## config.mk

```make
export PLATFORM = sky130hd
export DESIGN_NAME = byte_word_packer
export DESIGN_NICKNAME = d
export VERILOG_FILES = /design/src/rtl/byte_word_packer.sv
export SDC_FILE = /design/constraint.sdc
export NUM_CORES = 1
export LEC_CHECK = 0
export CAP_MARGIN = 10
export CORE_MARGIN = 2
export CORE_UTILIZATION = 25
export DETAILED_ROUTE_END_ITERATION = 8
export GPL_ROUTABILITY_DRIVEN = 0
export PLACE_DENSITY_LB_ADDON = 0.1
export SYNTH_ARGS = -nofsm -noshare
export SYNTH_HDL_FRONTEND = slang
export SYNTH_SLANG_ARGS = --single-unit
```

## constraint.sdc

```tcl
create_clock -name clk -period 4.17 [get_ports clk]
set_clock_uncertainty 0.15 [all_clocks]
set_input_delay 0.834 -clock clk [delete_from_list [all_inputs] [get_ports clk]]
set_output_delay 0.834 -clock clk [all_outputs]
set_load 0.1 [all_outputs]
```

## src/rtl/byte_word_packer.sv

```systemverilog
// byte_word_packer
//   Packs an upstream byte stream into LANES*BW-bit words for the downstream
//   datapath. Each accepted byte fills the next lane, or in fill mode is
//   replicated into every remaining lane. A word is emitted when all lanes
//   are filled, or early when in_last closes it (unused upper lanes are zero).
//
// Ports
//   clk        rising-edge clock
//   reset      synchronous, active-high reset
//   in_valid   upstream byte valid
//   in_ready   block can accept a byte this cycle (no dependency on in_valid)
//   in_data    byte value
//   in_fill    replicate in_data into all remaining lanes; completes the word
//   in_last    close the current word after this byte
//   out_valid  assembled word available
//   out_ready  downstream accepts the word
//   out_data   assembled word, lane 0 at bits [BW-1:0]
//   out_count  number of meaningful lanes in out_data (1..LANES)
//
// state | meaning
// ------+---------------------------------------------------------------
// EMPTY | no partial word, nothing pending at the output
// ACCUM | partial word in the accumulator (0 < cnt < LANES), output empty
// HOLD  | word presented on out_data; accumulator is empty (cnt == 0)

module byte_word_packer #(
  parameter int LANES = 4,
  parameter int BW    = 8
) (
  input  logic                       clk,
  input  logic                       reset,
  input  logic                       in_valid,
  output logic                       in_ready,
  input  logic [BW-1:0]              in_data,
  input  logic                       in_fill,
  input  logic                       in_last,
  output logic                       out_valid,
  input  logic                       out_ready,
  output logic [LANES*BW-1:0]        out_data,
  output logic [$clog2(LANES):0]     out_count
);

  localparam int CNT_W = $clog2(LANES);
  localparam int OCW   = $clog2(LANES) + 1;
  localparam int WW    = LANES * BW;

  typedef enum logic [1:0] {
    EMPTY = 2'd0,
    ACCUM = 2'd1,
    HOLD  = 2'd2
  } state_t;

  state_t           state_q, state_d;
  logic [CNT_W-1:0] cnt_q, cnt_d;
  logic [WW-1:0]    acc_q, acc_d;
  logic [WW-1:0]    data_q, data_d;
  logic [OCW-1:0]   count_q, count_d;

  logic          accept;
  logic          pop;
  logic          complete;
  logic [WW-1:0] assembled;

  assign out_valid = (state_q == HOLD);
  assign out_data  = data_q;
  assign out_count = count_q;
  assign in_ready  = !reset && (!out_valid || out_ready);

  assign accept   = in_valid && in_ready;
  assign pop      = out_valid && out_ready;
  assign complete = accept && (in_fill || in_last || (cnt_q == CNT_W'(LANES - 1)));

  // Word as it looks once the current byte lands. Lanes below cnt keep the
  // accumulator contents; lanes above are zero unless filling.
  always_comb begin
    assembled = '0;
    for (int i = 0; i < LANES; i++) begin
      if (i < int'(cnt_q)) begin
        assembled[i*BW +: BW] = acc_q[i*BW +: BW];
      end else if (i == int'(cnt_q)) begin
        assembled[i*BW +: BW] = in_data;
      end else if (in_fill) begin
        assembled[i*BW +: BW] = in_data;
      end
    end
  end

  always_comb begin
    state_d = state_q;
    cnt_d   = cnt_q;
    acc_d   = acc_q;
    data_d  = data_q;
    count_d = count_q;
    if (complete) begin
      // Also covers pop + completion in the same cycle: stay in HOLD with
      // the new word, giving back-to-back output without a bubble.
      state_d = HOLD;
      data_d  = assembled;
      count_d = in_fill ? OCW'(LANES) : (OCW'(cnt_q) + OCW'(1));
      acc_d   = '0;
      cnt_d   = '0;
    end else if (accept) begin
      // An accept while in HOLD implies a pop, so the output is released.
      state_d = ACCUM;
      acc_d   = assembled;
      cnt_d   = cnt_q + CNT_W'(1);
    end else if (pop) begin
      state_d = EMPTY;
    end
  end

  always_ff @(posedge clk) begin
    if (reset) begin
      state_q <= EMPTY;
      cnt_q   <= '0;
      acc_q   <= '0;
      data_q  <= '0;
      count_q <= '0;
    end else begin
      state_q <= state_d;
      cnt_q   <= cnt_d;
      acc_q   <= acc_d;
      data_q  <= data_d;
      count_q <= count_d;
    end
  end

endmodule

```

Yosys cells after proc, flatten, opt, wreduce, memory -nomap -nowiden
Index checks and enable logic that the tools add are counted.
{"block": "word_totals", "wordCells": 41, "inputBits": 14, "register_bits": 63, "out_inout_bits": 37}
{"block": "classes", "reduce_logical": 13, "addsub": 2, "order_cmp": 3, "n_eq_ne": 5, "muxes": 12}
{"operator": "$mux W8", "n": 8}
{"operator": "$mux W2", "n": 3}
{"operator": "$eq A2 B2 Y1 const A", "n": 2}
{"operator": "$eq A2 B2 Y1 const B", "n": 2}
{"operator": "$logic_and A1 B1 Y1", "n": 4}
{"operator": "$lt A1 B2 Y1 const A", "n": 2}
{"operator": "$add A2 B1 Y3 const B", "n": 1}
{"operator": "$logic_or A1 B1 Y1", "n": 3}
{"operator": "$mux W3", "n": 1}
{"operator": "$reduce_bool A3 Y1", "n": 1}
{"operator": "$add A2 B1 Y2 const B", "n": 1}
{"operator": "$eq A1 B2 Y1 const A", "n": 1}
{"operator": "$logic_not A1 Y1", "n": 2}
{"operator": "$logic_not A2 Y1", "n": 1}
{"operator": "$lt A2 B2 Y1 const A", "n": 1}
{"operator": "$reduce_bool A2 Y1", "n": 1}
{"operator": "$reduce_or A2 Y1", "n": 1}

Logic depth before layout (Yosys ltp)
Gate-level depths: netlist of run 1.
{"block": "depth", "ltp_word": 7, "mapped_depth": 6, "mapped_depth_nobuf": 5}

Least setup slack after synthesis of run 1
No wires, ideal clock.
{"block": "synth_path", "kind": "in2out", "from": "input port out_ready", "to": "output port in_ready", "path_buffers": 1, "cell_stages": 3, "required_time_ps": 3186, "arrival_ps": 2344, "slack_ps": 842, "cell_sequence": "nor3b_4 -> clkbuf_1 -> nor2_1"}
{"block": "synth_via", "elab_chain_len": 2}
{"item": "from (decl)", "line_no": "38", "source": "input logic out_ready,"}
{"item": "$logic_or A1 B1 Y1", "line_no": "67", "source": "assign in_ready = !reset && (!out_valid || out_ready);"}
{"item": "$logic_and A1 B1 Y1", "line_no": "67"}
{"item": "to (decl)", "line_no": "33", "source": "output logic in_ready,"}
No other way between the ends.

Worst setup path after layout of run 1
{"block": "layout_path", "from": "input port reset", "to": "output port in_ready"}
{"block": "layout_via", "elab_chain_len": 2}
{"item": "from (decl)", "line_no": "31", "source": "input logic reset,"}
{"item": "$logic_not A1 Y1", "line_no": "67"}
{"item": "$logic_and A1 B1 Y1", "line_no": "67"}
No other way between the ends.

==> out/results.ini, run 1 <==
[status]
outcome=complete, no violations

[clock_tree]
clkSlewWorstSetupHoldPaths_ns=0.05
post_cts_buffers=0
cts_tree=done
clk_path_buf_depth=2
htreeDepth=3
cts_buffers=9
numClockSinks=63
clk_latency_ns=0.32
hold_buffers=0
postCtsResizedCells=0
clockRootBuffer=clkbuf_16

[floorplanning]
start_util_pct=25.4
core_area_sq_mm=0.0113
io_pins=51
die_height_um=111
rows=39
die-area_sq_mm=0.0124
die_w_um=111

[timing]
finalSetupViolCount=0
rsz0062_at_grt=false
fin_crit_ns=2.98
finalHoldViolCount=0
fin_crit_sh_pct=71.4
relSlewSlack_pct=26.9
tightest_slew_ns=1.10
slew_viol_final=0
final.setup.tns_ns=0
fmax_ghz=0.336

[setup_path]
cpLargestDelayFamily=buffers and inverters
critPathKind=primary input to primary output
critPathSlowestCell=clkdlybuf4s50_1
arrival_ns=1.99
rrSetupSlack_ns=1.49
rr_endpoint=out_data[30]
reg2reg_depth=4
crit_fanout=22
required_ns=3.19
rr_startpoint=cnt_q[1]
crit_chain=clkdlybuf4s50_1, buf_4, nor2_1, buf_12
critical-path-max-stage-delay_ns=0.48
critPathLaunchType=primary input
critical_path.endpoint_type=primary output
worst-path-buf-inv=3

[yosys]
ys_ff_latch=63
syn_area_sq_mm=0.00287
synth_area_leader_cell=dfxtp_1
syn_inst=307
synth_cell_type_count=37
synth_nets=325
yosysWarnings=0
synth.avg_cell_area_sq_um=9.35
yosysSeqAreaShare_pct=43.9
yosys.area.top_type_share_pct=43.9
synth.top_cells.by_area=dfxtp_1 (44%), o311ai_0 (7.9%), o21ai_0 (7.0%), nand4_1 (3.9%), a21oi_1 (3.3%)

[route]
drt_iter0_markers=157
vias=2622
wire_per_inst_um=19.4
first_pass_iters=4
wl_mm=9.42
antenna_left=0
avgViaCountPerCell=5.38
drc=0

[finish]
final_util_pct=33.3
final_common_cell=dfxtp_1
stdcell_count=487
drive_above_1_share_pct=12.5
nFillCells=1200
antenna_cells=0
layout_common_cells=dfxtp_1 (63), clkdlybuf4s50_1 (49), o21ai_0 (40)
nets=358
syn_to_final_growth_pct=31.4

[global_route]
grt_pass1_vias=2493
antenna_found_initial=0
grt_max_degree=55
grt_overflow=0
gr-usage-all-layers_pct=15.2
grt_first_pass_wirelength_mm=14.7

[placed_design]
dpl.hpwl_mm=5.54
numPortBuffers=50
placed_cells=472

[worst_hold_path]
min-delay-start=acc_q[2]
worstHoldEndpoint=acc_q[2]
whs_path_depth=2
hold_class=flop to flop

[power_and_ir_drop]
p_per_area_mw_per_mm2=460
p_leak_nw=1.26
ir_drop_v=0.000259

[job]
maxCapViolations=0

## kinds of logic after synthesis
family                   synth area share, %
multiplexers                            3.14
adder cells (fa/ha/maj)                 1.74
AND/OR/NAND/NOR                         13.9
buffers and inverters                   6.49
flip-flops                              43.9
AO/OA/AOI/OAI                           30.8
## layer usage
| layer | track usage [%] | part of all wire, % | up-vias |
|---|---|---|---|
| met5 | 0 | 0 | - |
| met3 | 3.66 | 5.3 | 14 |
| met2 | 22.3 | 44 | 76 |
| li1 | - | - | 1259 |
| met4 | 5.51 | 1.8 | 0 |
| met1 | 21.6 | 49 | 1273 |
## per-stage QoR
stage          hold WS (ns)  power [mW]  setup WS (ns)  cell area [sq um]
4_1_cts               0.326        1.75           1.19               3770
3_5_place_dp          0.315       0.915           1.13               3440
3_3_place_gp          0.304       0.915           1.14               3440
6_report              0.323        1.73           1.19               3770
2_1_floorplan         0.297       0.835          0.842               2870
5_1_grt               0.334        1.79           1.13               3770
## registers in the layout (all words and copies together) (netlist names)
| register | count |
|---|---|
| acc_q | 24 |
| cnt_q | 2 |
| out_count | 3 |
| out_data | 32 |
| state_q | 2 |
## power breakdown
group	switching (mW)	internal, mW	total, mW
Sequential	0.00985	0.621	0.631
Combinational	0.204	0.0671	0.271
Clock	0.265	0.567	0.832
Total	0.478	1.26	1.73
## final cells by class
cell class                 instances  area, sq um  share of cell area, %
inverter                           4         15.0                  0.398
sequential                        63         1260                   33.4
tap                              143          179                   4.74
clock inverter                     3         65.1                   1.72
multi-input combinational        205         1420                   37.7
timing repair buffer              57          563                   14.9
clock buffer                      12          267                   7.06
## worst register-to-register path, delay by kind of cell (launching register included)
| family | cells | cell delay [ns] |
|---|---|---|
| flip-flops | 1 | 0.56 |
| AND/OR/NAND/NOR | 2 | 0.72 |
| adder cells (fa/ha/maj) | 1 | 0.74 |
| AO/OA/AOI/OAI | 1 | 0.40 |
## synth_stat cells
master / instances
a21oi_1: 19
a22oi_1: 8
a31o_2: 1
a31oi_1: 8
a32o_1: 5
a32o_2: 3
a32oi_1: 1
and2_1: 8
buf_1: 2
buf_2: 4
buf_4: 3
buf_6: 3
clkbuf_1: 22
clkbuf_2: 1
clkinv_1: 1
dfxtp_1: 63
ha_1: 4
inv_1: 3
mux2_2: 8
nand2_1: 9
nand2b_1: 3
nand3_1: 1
nand3_4: 1
nand4_1: 18
nor2_1: 3
nor2b_1: 10
nor3_2: 2
nor3b_4: 1
nor4b_2: 1
o211ai_1: 9
o21ai_0: 40
o21ai_1: 3
o311ai_0: 26
o31ai_1: 9
or2_2: 2
or3_4: 1
or3b_1: 1
## worst max-delay path by stage
stage | startpoint | to | slack, ns | cells past startpoint
2_1_floorplan | out_ready | in_ready | 0.84 | 3
3_3_place_gp | reset | out_data[27] | 1.14 | 6
3_5_place_dp | reset | out_data[25] | 1.13 | 6
4_1_cts | reset | in_ready | 1.19 | 4
5_1_grt | reset | in_ready | 1.13 | 4
6_report | reset | in_ready | 1.19 | 4
No activity file was read; power rests on OpenSTA's default activity.
==> run 2: changes to the inputs <==
==> constraint.sdc (replaced) <==
create_clock -name clk -period 2.7 [get_ports clk]
set_clock_uncertainty 0.15 [all_clocks]
set_input_delay 0.54 -clock clk [delete_from_list [all_inputs] [get_ports clk]]
set_output_delay 0.54 -clock clk [all_outputs]
set_load 0.1 [all_outputs]
==> out/results.ini, run 2 (synthesis gave the netlist of run 1 again) <==
[setup_path]
critPathSlowestCell=clkdlybuf4s50_1  ; unchanged
worst-path-buf-inv=2  ; was 3
path_depth=4  ; unchanged
reg2reg_depth=5  ; was 4
cpLargestDelayFamily=buffers and inverters  ; unchanged
crit_chain=clkdlybuf4s50_1, nor3b_4, nor2_2, buf_12  ; was clkdlybuf4s50_1, buf_4, nor2_1, buf_12
startpoint=out_ready  ; was reset
critical-path-max-stage-delay_ns=0.47  ; was 0.48 ns
rr_startpoint=cnt_q[1]  ; unchanged
arrival_ns=1.64  ; was 1.99 ns
crit_fanout=7  ; was 22
critPathLaunchType=primary input  ; unchanged
critPathKind=primary input to primary output  ; unchanged
critical_path.endpoint_type=primary output  ; unchanged
required_ns=2.01  ; was 3.19 ns

[power_and_ir_drop]
ir_drop_v=0.000252  ; was 0.000259 V
p_leak_nw=1.37  ; was 1.26 nW
power_mw=2.55  ; was 1.73 mW
p_per_area_mw_per_mm2=679  ; was 460 mW/mm^2

[finish]
antenna_cells=0  ; unchanged
final_common_cell=dfxtp_1  ; unchanged
nets=370  ; was 358
final_util_pct=33.2  ; was 33.3%
largest_reg_flops=32  ; unchanged
syn_to_final_growth_pct=30.8  ; was 31.4%
drive_above_1_share_pct=25.6  ; was 12.5%
layout_common_cells=dfxtp_1 (63), buf_4 (54), o21ai_0 (40)  ; was dfxtp_1 (63), clkdlybuf4s50_1 (49), o21ai_0 (40)
fin_area_sq_mm=0.00375  ; was 0.00377 sq mm
nFillCells=1210  ; was 1200
stdcell_count=499  ; was 487

[timing]
holdWs_ns=0.324  ; was 0.323 ns
fin_crit_sh_pct=86.1
fin_crit_ns=2.33
final.setup.tns_ns=0  ; unchanged
slew_viol_final=0  ; unchanged
fmax_ghz=0.430
tightest_slew_ns=0.742  ; was 1.10 ns
rsz0062_at_grt=false  ; unchanged
finalSetupViolCount=0  ; unchanged
relSlewSlack_pct=50.2  ; was 26.9%
layout_setup_ws_ns=0.374  ; was 1.19 ns
finalHoldViolCount=0  ; unchanged

[clock_tree]
cts_tree=done  ; unchanged
cts_buffers=9  ; unchanged
clk_latency_ns=0.32  ; about the same
hold_buffers=0  ; unchanged
htreeDepth=3  ; unchanged
numClockSinks=63  ; unchanged
postCtsResizedCells=0  ; unchanged
clk_path_buf_depth=2  ; unchanged
post_cts_buffers=0  ; unchanged
clockRootBuffer=clkbuf_16  ; unchanged
clkSlewWorstSetupHoldPaths_ns=0.05  ; about the same

[placed_design]
dpl.hpwl_mm=6.10  ; was 5.54 mm
place_worst_setup_slack_ns=0.274  ; was 1.13 ns
placed_cell_area_sq_mm=0.00346  ; was 0.00344 sq mm
numPortBuffers=50  ; unchanged
placed_cells=484  ; was 472

[floorplanning]
start_util_pct=25.4  ; unchanged
die_height_um=111  ; unchanged
core_area_sq_mm=0.0113  ; unchanged
rows=39  ; unchanged
die_w_um=111  ; unchanged
die-area_sq_mm=0.0124  ; unchanged
io_pins=51  ; unchanged

[global_route]
grt_overflow=0  ; unchanged
antenna_found_initial=0  ; unchanged
grt_first_pass_wirelength_mm=14.6  ; was 14.7 mm
grt_max_degree=36  ; was 55
grt_pass1_vias=2601  ; was 2493
gr-usage-all-layers_pct=14.9  ; was 15.2%

[job]
maxCapViolations=0  ; unchanged

[route]
antenna_left=0  ; unchanged
avgViaCountPerCell=5.27  ; was 5.38
first_pass_iters=5  ; was 4
drt_iter0_markers=138  ; was 157
drc=0  ; unchanged
vias=2632  ; was 2622
wire_per_inst_um=18.4  ; was 19.4 um
wl_mm=9.16  ; was 9.42 mm

[status]
outcome=complete, no violations  ; unchanged

[worst_hold_path]
min-delay-start=acc_q[1]  ; was acc_q[2]
whs_path_depth=2  ; unchanged
hold_class=flop to flop  ; unchanged

## run 2: changes by cell type in the layout (fill, tap and decap cells not counted)
cell and delta:
nor2_1 -1, clkdlybuf4s50_1 -36, buf_4 +47, clkbuf_8 -1, clkinvlp_4 +1, clkbuf_1 +1, nor2_2 +1, bufinv_16 -1
buf_12 +1
## run 2: cell type report
type,count,area (sq um),area share (%)
Clock buffer,12,256,6.83
Clock inverter,3,42.5,1.13
Inverter,4,15.0,0.400
Multi-Input combinational cell,205,1430,38.0
Sequential cell,63,1260,33.6
Tap cell,143,179,4.77
Timing Repair Buffer,69,576,15.3
## run 2: final timing paths
| check | endpoint | slack, ns |
|---|---|---|
| worst min register to register | acc_q[1] | 0.32 |
| worst max register to register | out_data[31] | 0.51 |
| worst max-delay path | in_ready | 0.37 |
| worst min-delay path | acc_q[1] | 0.32 |
## run 2: where the power goes
part,switching [mW],internal (mW)
Clock,0.398,0.758
Sequential,0.0163,0.960
Combinational,0.313,0.105
Total,0.727,1.82
## run 2: worst register-to-register path: stages (launching register included)
cell	delay, ns
dfxtp_1	0.57
ha_1	0.29
buf_4	0.25
nor2_1	0.08
nor3_2	0.57
a32o_1	0.22
## run 2: metal layers
| layer | track usage, % | routed length, um |
|---|---|---|
| met4 | 4.53 | 148 |
| met3 | 4.16 | 484 |
| met5 | 0 | 0 |
| met2 | 23.6 | 4340 |
| met1 | 19.9 | 4190 |
